==> config.mk <==
export PLATFORM = sky130hd
export DESIGN_NAME = sc_spi_slv_flat
export DESIGN_NICKNAME = d
export VERILOG_FILES = /design/src/rtl/sc_spi_slv_if.sv /design/src/rtl/sc_spi_slv.sv /design/src/flat_wrapper.sv
export SDC_FILE = /design/constraint.sdc
export NUM_CORES = 1
export LEC_CHECK = 0
export ABC_CLOCK_PERIOD_IN_PS = 2520
export CELL_PAD_IN_SITES_DETAIL_PLACEMENT = 0
export CELL_PAD_IN_SITES_GLOBAL_PLACEMENT = 1
export CORE_AREA = 2 2 138 140
export CTS_CLUSTER_DIAMETER = 40
export DETAILED_ROUTE_END_ITERATION = 10
export DIE_AREA = 0 0 140 142
export PLACE_DENSITY = 0.83
export SLEW_MARGIN = 40
export SYNTH_ARGS = -nofsm -noshare
export SYNTH_HDL_FRONTEND = slang
export SYNTH_SLANG_ARGS = --single-unit
==> constraint.sdc <==
create_clock -name SPICLK -period 2.52 [get_ports SPICLK]
set_clock_uncertainty 0.1 [all_clocks]
set_input_delay 0.504 -clock SPICLK [delete_from_list [all_inputs] [get_ports SPICLK]]
set_output_delay 0.504 -clock SPICLK [all_outputs]
set_load 0.05 [all_outputs]
==> src/rtl/sc_spi_slv_if.sv <==
// sc_spi_slv_if: bundles the SPI target's config, word exchange, status and pin signals.
// Latency: none, wiring only.
// Backpressure: carries TXVALID/TXREADY for the TX holding buffer; RX side is a strobe plus RXACK.
// Signals: CPOL/CPHA/DWIDTH config; TXDATA/TXVALID/TXREADY; RXDATA/RXVALID/RXACK;
//          SLVBUSY/TXUNDER/RXOVER/ERRCLR status; CSB/SCLK/MOSI/MISO/MISOEN pins.
// Modports: slave = engine view, master = register/FIFO layer plus external SPI master view.
interface sc_spi_slv_if;
   logic        CPOL;
   logic        CPHA;
   logic [4:0]  DWIDTH;
   logic [31:0] TXDATA;
   logic        TXVALID;
   logic        TXREADY;
   logic [31:0] RXDATA;
   logic        RXVALID;
   logic        RXACK;
   logic        SLVBUSY;
   logic        TXUNDER;
   logic        RXOVER;
   logic        ERRCLR;
   logic        CSB;
   logic        SCLK;
   logic        MOSI;
   logic        MISO;
   logic        MISOEN;

   modport slave (
      input  CPOL, CPHA, DWIDTH, TXDATA, TXVALID, RXACK, ERRCLR, CSB, SCLK, MOSI,
      output TXREADY, RXDATA, RXVALID, SLVBUSY, TXUNDER, RXOVER, MISO, MISOEN
   );

   modport master (
      output CPOL, CPHA, DWIDTH, TXDATA, TXVALID, RXACK, ERRCLR, CSB, SCLK, MOSI,
      input  TXREADY, RXDATA, RXVALID, SLVBUSY, TXUNDER, RXOVER, MISO, MISOEN
   );
endinterface

==> src/rtl/sc_spi_slv.sv <==
// sc_spi_slv: SPI target engine, pins oversampled on SPICLK, 8-32 bit words MSB-first, CPOL/CPHA modes 0-3.
// Latency: pin edge -> MISO/MISOEN/RX shift 4 SPICLK; last sample edge -> RXVALID 4 SPICLK after the pin edge.
// Backpressure: one-word TX holding buffer (TXVALID/TXREADY); RX is a strobe, an unacked overwrite flags RXOVER.
// Ports: SPICLK clock, SYSRSTB async active-low reset, bus (sc_spi_slv_if.slave) for everything else.
// Option: define SC_SPI_SLV_ERRDET_EN to enable TXUNDER/RXOVER/ERRCLR and the RX pending flag;
//         when undefined the error outputs are tied low and RXACK/ERRCLR are ignored.
module sc_spi_slv (
   input logic          SPICLK,
   input logic          SYSRSTB,
   sc_spi_slv_if.slave  bus
);
   typedef enum logic {ST_IDLE = 1'b0, ST_ACTIVE = 1'b1} state_t;

   // 2-flop synchronizers plus one history flop per pin
   logic r_csb_s1, r_csb_s2, r_csb_h;
   logic r_sclk_s1, r_sclk_s2, r_sclk_h;
   logic r_mosi_s1, r_mosi_s2, r_mosi_h;
   // registered edge pulses; these give the 3-cycle pin-to-detect latency
   logic r_csb_fall, r_csb_rise, r_sclk_rise, r_sclk_fall;

   state_t      r_state;
   logic        r_cpol, r_cpha;
   logic [4:0]  r_dw, r_bc;
   logic [31:0] r_tx_sh, r_rx_sh, r_rxdata, r_tx_buf;
   logic        r_miso, r_misoen, r_busy, r_rxvalid, r_tx_rdy;

   logic [4:0]  w_dw_in;
   logic        w_lead, w_trail, w_sample, w_drive;
   logic        w_start, w_done, w_load, w_underrun, w_tx_wr;
   logic [31:0] w_ld_word, w_rx_next, w_rx_mask;

   always_ff @(posedge SPICLK or negedge SYSRSTB) begin
      if (!SYSRSTB) begin
         {r_csb_s1, r_csb_s2, r_csb_h}    <= 3'b111;
         {r_sclk_s1, r_sclk_s2, r_sclk_h} <= 3'b000;
         {r_mosi_s1, r_mosi_s2, r_mosi_h} <= 3'b000;
         {r_csb_fall, r_csb_rise, r_sclk_rise, r_sclk_fall} <= 4'b0000;
      end else begin
         r_csb_s1    <= bus.CSB;
         r_csb_s2    <= r_csb_s1;
         r_csb_h     <= r_csb_s2;
         r_sclk_s1   <= bus.SCLK;
         r_sclk_s2   <= r_sclk_s1;
         r_sclk_h    <= r_sclk_s2;
         r_mosi_s1   <= bus.MOSI;
         r_mosi_s2   <= r_mosi_s1;
         r_mosi_h    <= r_mosi_s2;
         r_csb_fall  <= r_csb_h & ~r_csb_s2;
         r_csb_rise  <= ~r_csb_h & r_csb_s2;
         r_sclk_rise <= ~r_sclk_h & r_sclk_s2;
         r_sclk_fall <= r_sclk_h & ~r_sclk_s2;
      end
   end

   assign w_dw_in    = (bus.DWIDTH < 5'd7) ? 5'd7 : bus.DWIDTH;
   // edges are classified with the mode latched at word start
   assign w_lead     = r_cpol ? r_sclk_fall : r_sclk_rise;
   assign w_trail    = r_cpol ? r_sclk_rise : r_sclk_fall;
   assign w_sample   = r_cpha ? w_trail : w_lead;
   assign w_drive    = r_cpha ? w_lead  : w_trail;
   assign w_start    = (r_state == ST_IDLE) & r_csb_fall;
   assign w_done     = (r_state == ST_ACTIVE) & ~r_csb_rise & w_sample & (r_bc == r_dw);
   assign w_load     = w_start | w_done;
   assign w_underrun = w_load & r_tx_rdy;
   assign w_ld_word  = r_tx_rdy ? 32'h0 : r_tx_buf;
   // the MOSI history flop has the same pipeline age as the SCLK edge pulse
   assign w_rx_next  = {r_rx_sh[30:0], r_mosi_h};
   assign w_rx_mask  = 32'hFFFF_FFFF >> (5'd31 - r_dw);
   assign w_tx_wr    = bus.TXVALID & r_tx_rdy;

   always_ff @(posedge SPICLK or negedge SYSRSTB) begin
      if (!SYSRSTB) begin
         r_state   <= ST_IDLE;
         r_cpol    <= 1'b0;
         r_cpha    <= 1'b0;
         r_dw      <= 5'd7;
         r_bc      <= 5'd0;
         r_tx_sh   <= 32'h0;
         r_rx_sh   <= 32'h0;
         r_rxdata  <= 32'h0;
         r_tx_buf  <= 32'h0;
         r_tx_rdy  <= 1'b1;
         r_miso    <= 1'b0;
         r_misoen  <= 1'b0;
         r_busy    <= 1'b0;
         r_rxvalid <= 1'b0;
      end else begin
         r_rxvalid <= 1'b0;
         // a write can only land in an empty buffer, so it overrides a same-cycle (underrun) load
         if (w_load)  r_tx_rdy <= 1'b1;
         if (w_tx_wr) begin
            r_tx_buf <= bus.TXDATA;
            r_tx_rdy <= 1'b0;
         end
         case (r_state)
            ST_IDLE: begin
               if (w_start) begin
                  r_state  <= ST_ACTIVE;
                  r_busy   <= 1'b1;
                  r_misoen <= 1'b1;
                  r_cpol   <= bus.CPOL;
                  r_cpha   <= bus.CPHA;
                  r_dw     <= w_dw_in;
                  r_bc     <= 5'd0;
                  if (bus.CPHA) begin
                     r_tx_sh <= w_ld_word;
                  end else begin
                     // CPHA=0 presents the MSB now, so the shifter starts one bit ahead
                     r_miso  <= w_ld_word[w_dw_in];
                     r_tx_sh <= w_ld_word << 1;
                  end
               end
            end
            ST_ACTIVE: begin
               if (r_csb_rise) begin
                  r_state  <= ST_IDLE;
                  r_busy   <= 1'b0;
                  r_misoen <= 1'b0;
                  r_miso   <= 1'b0;
                  r_bc     <= 5'd0;
               end else begin
                  if (w_drive) begin
                     r_miso  <= r_tx_sh[r_dw];
                     r_tx_sh <= r_tx_sh << 1;
                  end
                  if (w_sample) begin
                     r_rx_sh <= w_rx_next;
                     if (r_bc == r_dw) begin
                        // word complete: next drive edge presents the reloaded word's MSB
                        r_bc      <= 5'd0;
                        r_rxdata  <= w_rx_next & w_rx_mask;
                        r_rxvalid <= 1'b1;
                        r_tx_sh   <= w_ld_word;
                     end else begin
                        r_bc <= r_bc + 5'd1;
                     end
                  end
               end
            end
            default: r_state <= ST_IDLE;
         endcase
      end
   end

`ifdef SC_SPI_SLV_ERRDET_EN
   logic r_rx_pend, r_txunder, r_rxover;

   // set terms take priority over RXACK/ERRCLR
   always_ff @(posedge SPICLK or negedge SYSRSTB) begin
      if (!SYSRSTB) begin
         r_rx_pend <= 1'b0;
         r_txunder <= 1'b0;
         r_rxover  <= 1'b0;
      end else begin
         if (r_rxvalid)           r_rx_pend <= 1'b1;
         else if (bus.RXACK)      r_rx_pend <= 1'b0;
         if (w_underrun)          r_txunder <= 1'b1;
         else if (bus.ERRCLR)     r_txunder <= 1'b0;
         if (w_done & r_rx_pend)  r_rxover  <= 1'b1;
         else if (bus.ERRCLR)     r_rxover  <= 1'b0;
      end
   end

   assign bus.TXUNDER = r_txunder;
   assign bus.RXOVER  = r_rxover;
`else
   logic w_unused;
   assign w_unused    = ^{bus.RXACK, bus.ERRCLR, w_underrun};
   assign bus.TXUNDER = 1'b0;
   assign bus.RXOVER  = 1'b0;
`endif

   assign bus.TXREADY = r_tx_rdy;
   assign bus.RXDATA  = r_rxdata;
   assign bus.RXVALID = r_rxvalid;
   assign bus.SLVBUSY = r_busy;
   assign bus.MISO    = r_miso;
   assign bus.MISOEN  = r_misoen;
endmodule

==> src/flat_wrapper.sv <==
// flat-port wrapper written by rule: the top's interface ports become plain ports
module sc_spi_slv_flat 
  (SPICLK, SYSRSTB, bus_CPOL, bus_CPHA, bus_DWIDTH, bus_TXDATA, bus_TXVALID, bus_RXACK, bus_ERRCLR, bus_CSB, bus_SCLK, bus_MOSI, bus_TXREADY, bus_RXDATA, bus_RXVALID, bus_SLVBUSY, bus_TXUNDER, bus_RXOVER, bus_MISO, bus_MISOEN);
  sc_spi_slv_if bus_i ();
  input logic SPICLK;
  input logic SYSRSTB;
  input wire logic [$bits(bus_i.CPOL)-1:0] bus_CPOL;
  input wire logic [$bits(bus_i.CPHA)-1:0] bus_CPHA;
  input wire logic [$bits(bus_i.DWIDTH)-1:0] bus_DWIDTH;
  input wire logic [$bits(bus_i.TXDATA)-1:0] bus_TXDATA;
  input wire logic [$bits(bus_i.TXVALID)-1:0] bus_TXVALID;
  input wire logic [$bits(bus_i.RXACK)-1:0] bus_RXACK;
  input wire logic [$bits(bus_i.ERRCLR)-1:0] bus_ERRCLR;
  input wire logic [$bits(bus_i.CSB)-1:0] bus_CSB;
  input wire logic [$bits(bus_i.SCLK)-1:0] bus_SCLK;
  input wire logic [$bits(bus_i.MOSI)-1:0] bus_MOSI;
  output wire logic [$bits(bus_i.TXREADY)-1:0] bus_TXREADY;
  output wire logic [$bits(bus_i.RXDATA)-1:0] bus_RXDATA;
  output wire logic [$bits(bus_i.RXVALID)-1:0] bus_RXVALID;
  output wire logic [$bits(bus_i.SLVBUSY)-1:0] bus_SLVBUSY;
  output wire logic [$bits(bus_i.TXUNDER)-1:0] bus_TXUNDER;
  output wire logic [$bits(bus_i.RXOVER)-1:0] bus_RXOVER;
  output wire logic [$bits(bus_i.MISO)-1:0] bus_MISO;
  output wire logic [$bits(bus_i.MISOEN)-1:0] bus_MISOEN;
  assign bus_i.CPOL = bus_CPOL;
  assign bus_i.CPHA = bus_CPHA;
  assign bus_i.DWIDTH = bus_DWIDTH;
  assign bus_i.TXDATA = bus_TXDATA;
  assign bus_i.TXVALID = bus_TXVALID;
  assign bus_i.RXACK = bus_RXACK;
  assign bus_i.ERRCLR = bus_ERRCLR;
  assign bus_i.CSB = bus_CSB;
  assign bus_i.SCLK = bus_SCLK;
  assign bus_i.MOSI = bus_MOSI;
  assign bus_TXREADY = bus_i.TXREADY;
  assign bus_RXDATA = bus_i.RXDATA;
  assign bus_RXVALID = bus_i.RXVALID;
  assign bus_SLVBUSY = bus_i.SLVBUSY;
  assign bus_TXUNDER = bus_i.TXUNDER;
  assign bus_RXOVER = bus_i.RXOVER;
  assign bus_MISO = bus_i.MISO;
  assign bus_MISOEN = bus_i.MISOEN;
  sc_spi_slv u_core (.SPICLK(SPICLK), .SYSRSTB(SYSRSTB), .bus(bus_i));
endmodule
==> out/results.ini <==
[outcome]
outcome=finished with violations
failed_checks=design-rule violations

[timing]
fmaxAchievable_mhz=426
relSlewSlack=0.614
fraction_of_the_cycle_the_final_worst_path_needs=0.932
maxSlewViolCount=0
setup_viol=0
finalHoldViolCount=0
rsz0062_at_grt=no
min_period_ns=2.35
final_sum_of_negative_setup_slack_ns=0
worst_pin_slew_ns=0.579

[clocking]
cts_inserted_buffers=17
post_cts_clock_slew_at_the_launch_and_capture_registers_of_the_worst_setup_and_hold_paths_ns=0.07
tritoncts=yes
cts_root_buffer=sky130_fd_sc_hd__clkbuf_16
max-clock-path-buffers=2
post_cts_repair_timing_setup_buffer_count=0
cts_num_sinks=157
maximum_level_of_the_cts_h_tree=4
clk_latency_ns=0.44

[drt]
final_antenna_net_count=0
vias_per_cell=5.36
route.detailed.drc=6
post_drt_wl_per_cell_um=16.8
postRouteWirelength_um=18500
routed-via-count=5898
drt-initial-drc-count=388
first_pass_iters=8

[global_route]
grt_antenna_before_repair=0
gr-usage-all-layers=0.195
via_count_of_the_first_global_routing_pass=5749
grt_pass1_wl_um=30600
pin_count_of_the_biggest_net_entering_global_routing=52
global_route.overflow_total=0

[critical_path]
critical_path.slowest_cell=sky130_fd_sc_hd__or3_2
critPathBufInv=1
critPathCaptureType=flop
crit_chain=xnor2_2 -> mux2i_1 -> or3_2 -> or2_1 -> buf_6 -> nand2_1 -> o21ai_0
crit_arrival_ns=2.55
ff2ff_setup_slack_ns=0.17
worst-setup-path-type=flop to flop
depth_of_the_most_critical_reg_to_reg_path=7
cp_slowest_stage_delay_ns=0.54
crit_required_ns=2.72
crit-reg2reg-capture=u_core.bus.RXDATA[4]
setup.worst_path.start_class=flop
worstSetupEndpoint=u_core.bus.RXDATA[4]
startpoint=u_core.r_cpol
crit_path_max_fanout=51
r2r-start=u_core.r_cpol
timing.critical_path.max_delay_family=simple AND/OR/NAND/NOR gates
worstSetupPathDepth=7

[worst_hold_path]
worst_hold_path_type=flop to flop

[placement]
number_of_buffer_cells_added_on_primary_ports=81
dpl.hpwl_um=12600
place.gp.congestion=0.832

[finish]
fraction_of_final_layout_cells_with_drive_strength_greater_than_1=0.219
syn2layout_area_growth_pct=21.8
diodes=0
layout.core_utilization=0.536
final_net_count=902

[yosys]
synth_top_cell_by_area=sky130_fd_sc_hd__dfrtp_1
syn_area_um2=8130
sequential_area_share_after_synthesis=0.484
async_flop_share=1.00
yosys_register_bits=157
synth_cells=784
dominantRegCellSynth=sky130_fd_sc_hd__dfrtp_1
post-synth-top-area-fraction=0.462
synth_edf_count=0
netlist-cell-type-count=54
synth_area_per_cell_um2=10.4
ys_warn_count=0
synth.area.top_cells=sky130_fd_sc_hd__dfrtp_1 46%, sky130_fd_sc_hd__mux2_2 14%, sky130_fd_sc_hd__nand2_1 5.8%

[floorplanning]
floorplan.initialDensity=0.441
boundaryPins=86
fp.dieW_um=140
die_footprint_um2=19900
dieHeight_um=142
placementRows=50
core_um2=18500

[pwr]
powerDensity_nw_per_um2=1040
power.leakage_nw=4.38
vdd_drop_max_v=0.000602

[job]
max_cap_violations=0

==> worst min path at each step <==
stage                             to              from  slack [ns]  depth (start not counted)
finish              u_core.r_sclk_s2  u_core.r_sclk_s1        0.25                          0
global route        u_core.r_mosi_s2  u_core.r_mosi_s1        0.26                          0
CTS                 u_core.r_sclk_s2  u_core.r_sclk_s1        0.25                          0
detailed placement  u_core.r_sclk_s2  u_core.r_sclk_s1        0.23                          0
global placement    u_core.r_mosi_s2  u_core.r_mosi_s1        0.23                          0
floorplan            u_core.bus.MISO           SYSRSTB        0.11                          0
==> flip-flops by register name, indices dropped and copies added (netlist names), 5 cells and up <==
name / flops
u_core.r_dw: 5
u_core.r_bc: 5
u_core.r_rx_sh: 31
u_core.r_tx_buf: 32
u_core.r_tx_sh: 32
u_core.bus.RXDATA: 32
==> per-layer routing <==
layer | up-vias | wire [µm] | GRT usage
li1 | 2916 | - | -
met1 | 2855 | 8380 | 0.263
met2 | 114 | 9230 | 0.325
met3 | 13 | 766 | 0.0336
met4 | 0 | 161 | 0.0617
met5 | - | 0 | 0
==> synth_stat cells, drive strengths merged, types with 2 or more instances <==
cell     count
nand3       14
nor2b       39
inv          8
mux2i       40
clkbuf      44
a221oi       2
and3         2
or2          3
nor3         7
o211ai      32
buf         22
a21oi        5
nor2        47
mux2        98
xnor2        6
dfrtp      150
o22ai        5
o2111ai      7
nand2      126
nand2b       3
or3          2
and2         3
dfstp        7
o21ai       46
a211oi       2
mux4        10
a31oi       32
o31ai        2
==> final cells by class <==
type,instances,area (µm²)
Tap cell,234,293
Clock inverter,13,159
Fill cell,1650,8560
Sequential cell,157,3940
Inverter,9,38.8
Clock buffer,19,433
Timing Repair Buffer,116,1150
Multi-Input combinational cell,553,3880
==> stage by stage <==
stage               total power [W]  hold WS (ns)  cell area, µm²  setup WS [ns]  cells
floorplan                   0.00657         0.108            8130          0.213    785
global placement            0.00766         0.234            9290        -0.0679   1068
detailed placement          0.00774         0.235            9290        -0.0804   1068
CTS                          0.0104         0.250            9900         0.0644   1101
global route                 0.0109         0.257            9900         0.0159   1101
finish                       0.0103         0.249            9900          0.170   1101
==> report_power, final <==
group	switching, W	leakage [nW]	internal, W
registers	0.000821	1.98	0.00322
clock network	0.00110	0.282	0.00148
logic	0.00176	2.11	0.00188
total	0.00368	4.38	0.00659
==> placed cells by master (no fill, tap or decap), types with 17 or more instances in the layout <==
cell type	Yosys	routed
sky130_fd_sc_hd__dfrtp_1	150	150
sky130_fd_sc_hd__nand2_1	126	125
sky130_fd_sc_hd__mux2_2	98	98
sky130_fd_sc_hd__clkdlybuf4s50_1	0	79
sky130_fd_sc_hd__nor2_1	47	46
sky130_fd_sc_hd__o21ai_0	46	46
sky130_fd_sc_hd__nor2b_1	39	39
sky130_fd_sc_hd__mux2i_1	39	39
sky130_fd_sc_hd__o211ai_1	32	32
sky130_fd_sc_hd__a31oi_1	32	32
sky130_fd_sc_hd__buf_4	3	28
sky130_fd_sc_hd__clkbuf_16	0	17
==> logic make-up (layout without fill, tap and decap cells) <==
kind of cell	after synthesis	count (layout)	synth area share
other cells	1	2	0.000461
fa+ha+maj	1	1	0.00154
buf+inv	75	157	0.0402
compound gates	146	146	0.116
flops	157	157	0.484
simple gates	250	250	0.137
mux	148	148	0.213
xor+xnor	6	6	0.00739
==> repair_timing <==
item / 4_1_cts / 5_1_grt
setup endpoints to repair: 0 / 29
endpoints found under the hold margin: 33 / 0
hold buffers: 1 / 0
gates resized for setup: 0 / 1
Note: power is estimated with default switching activity, not from simulation.
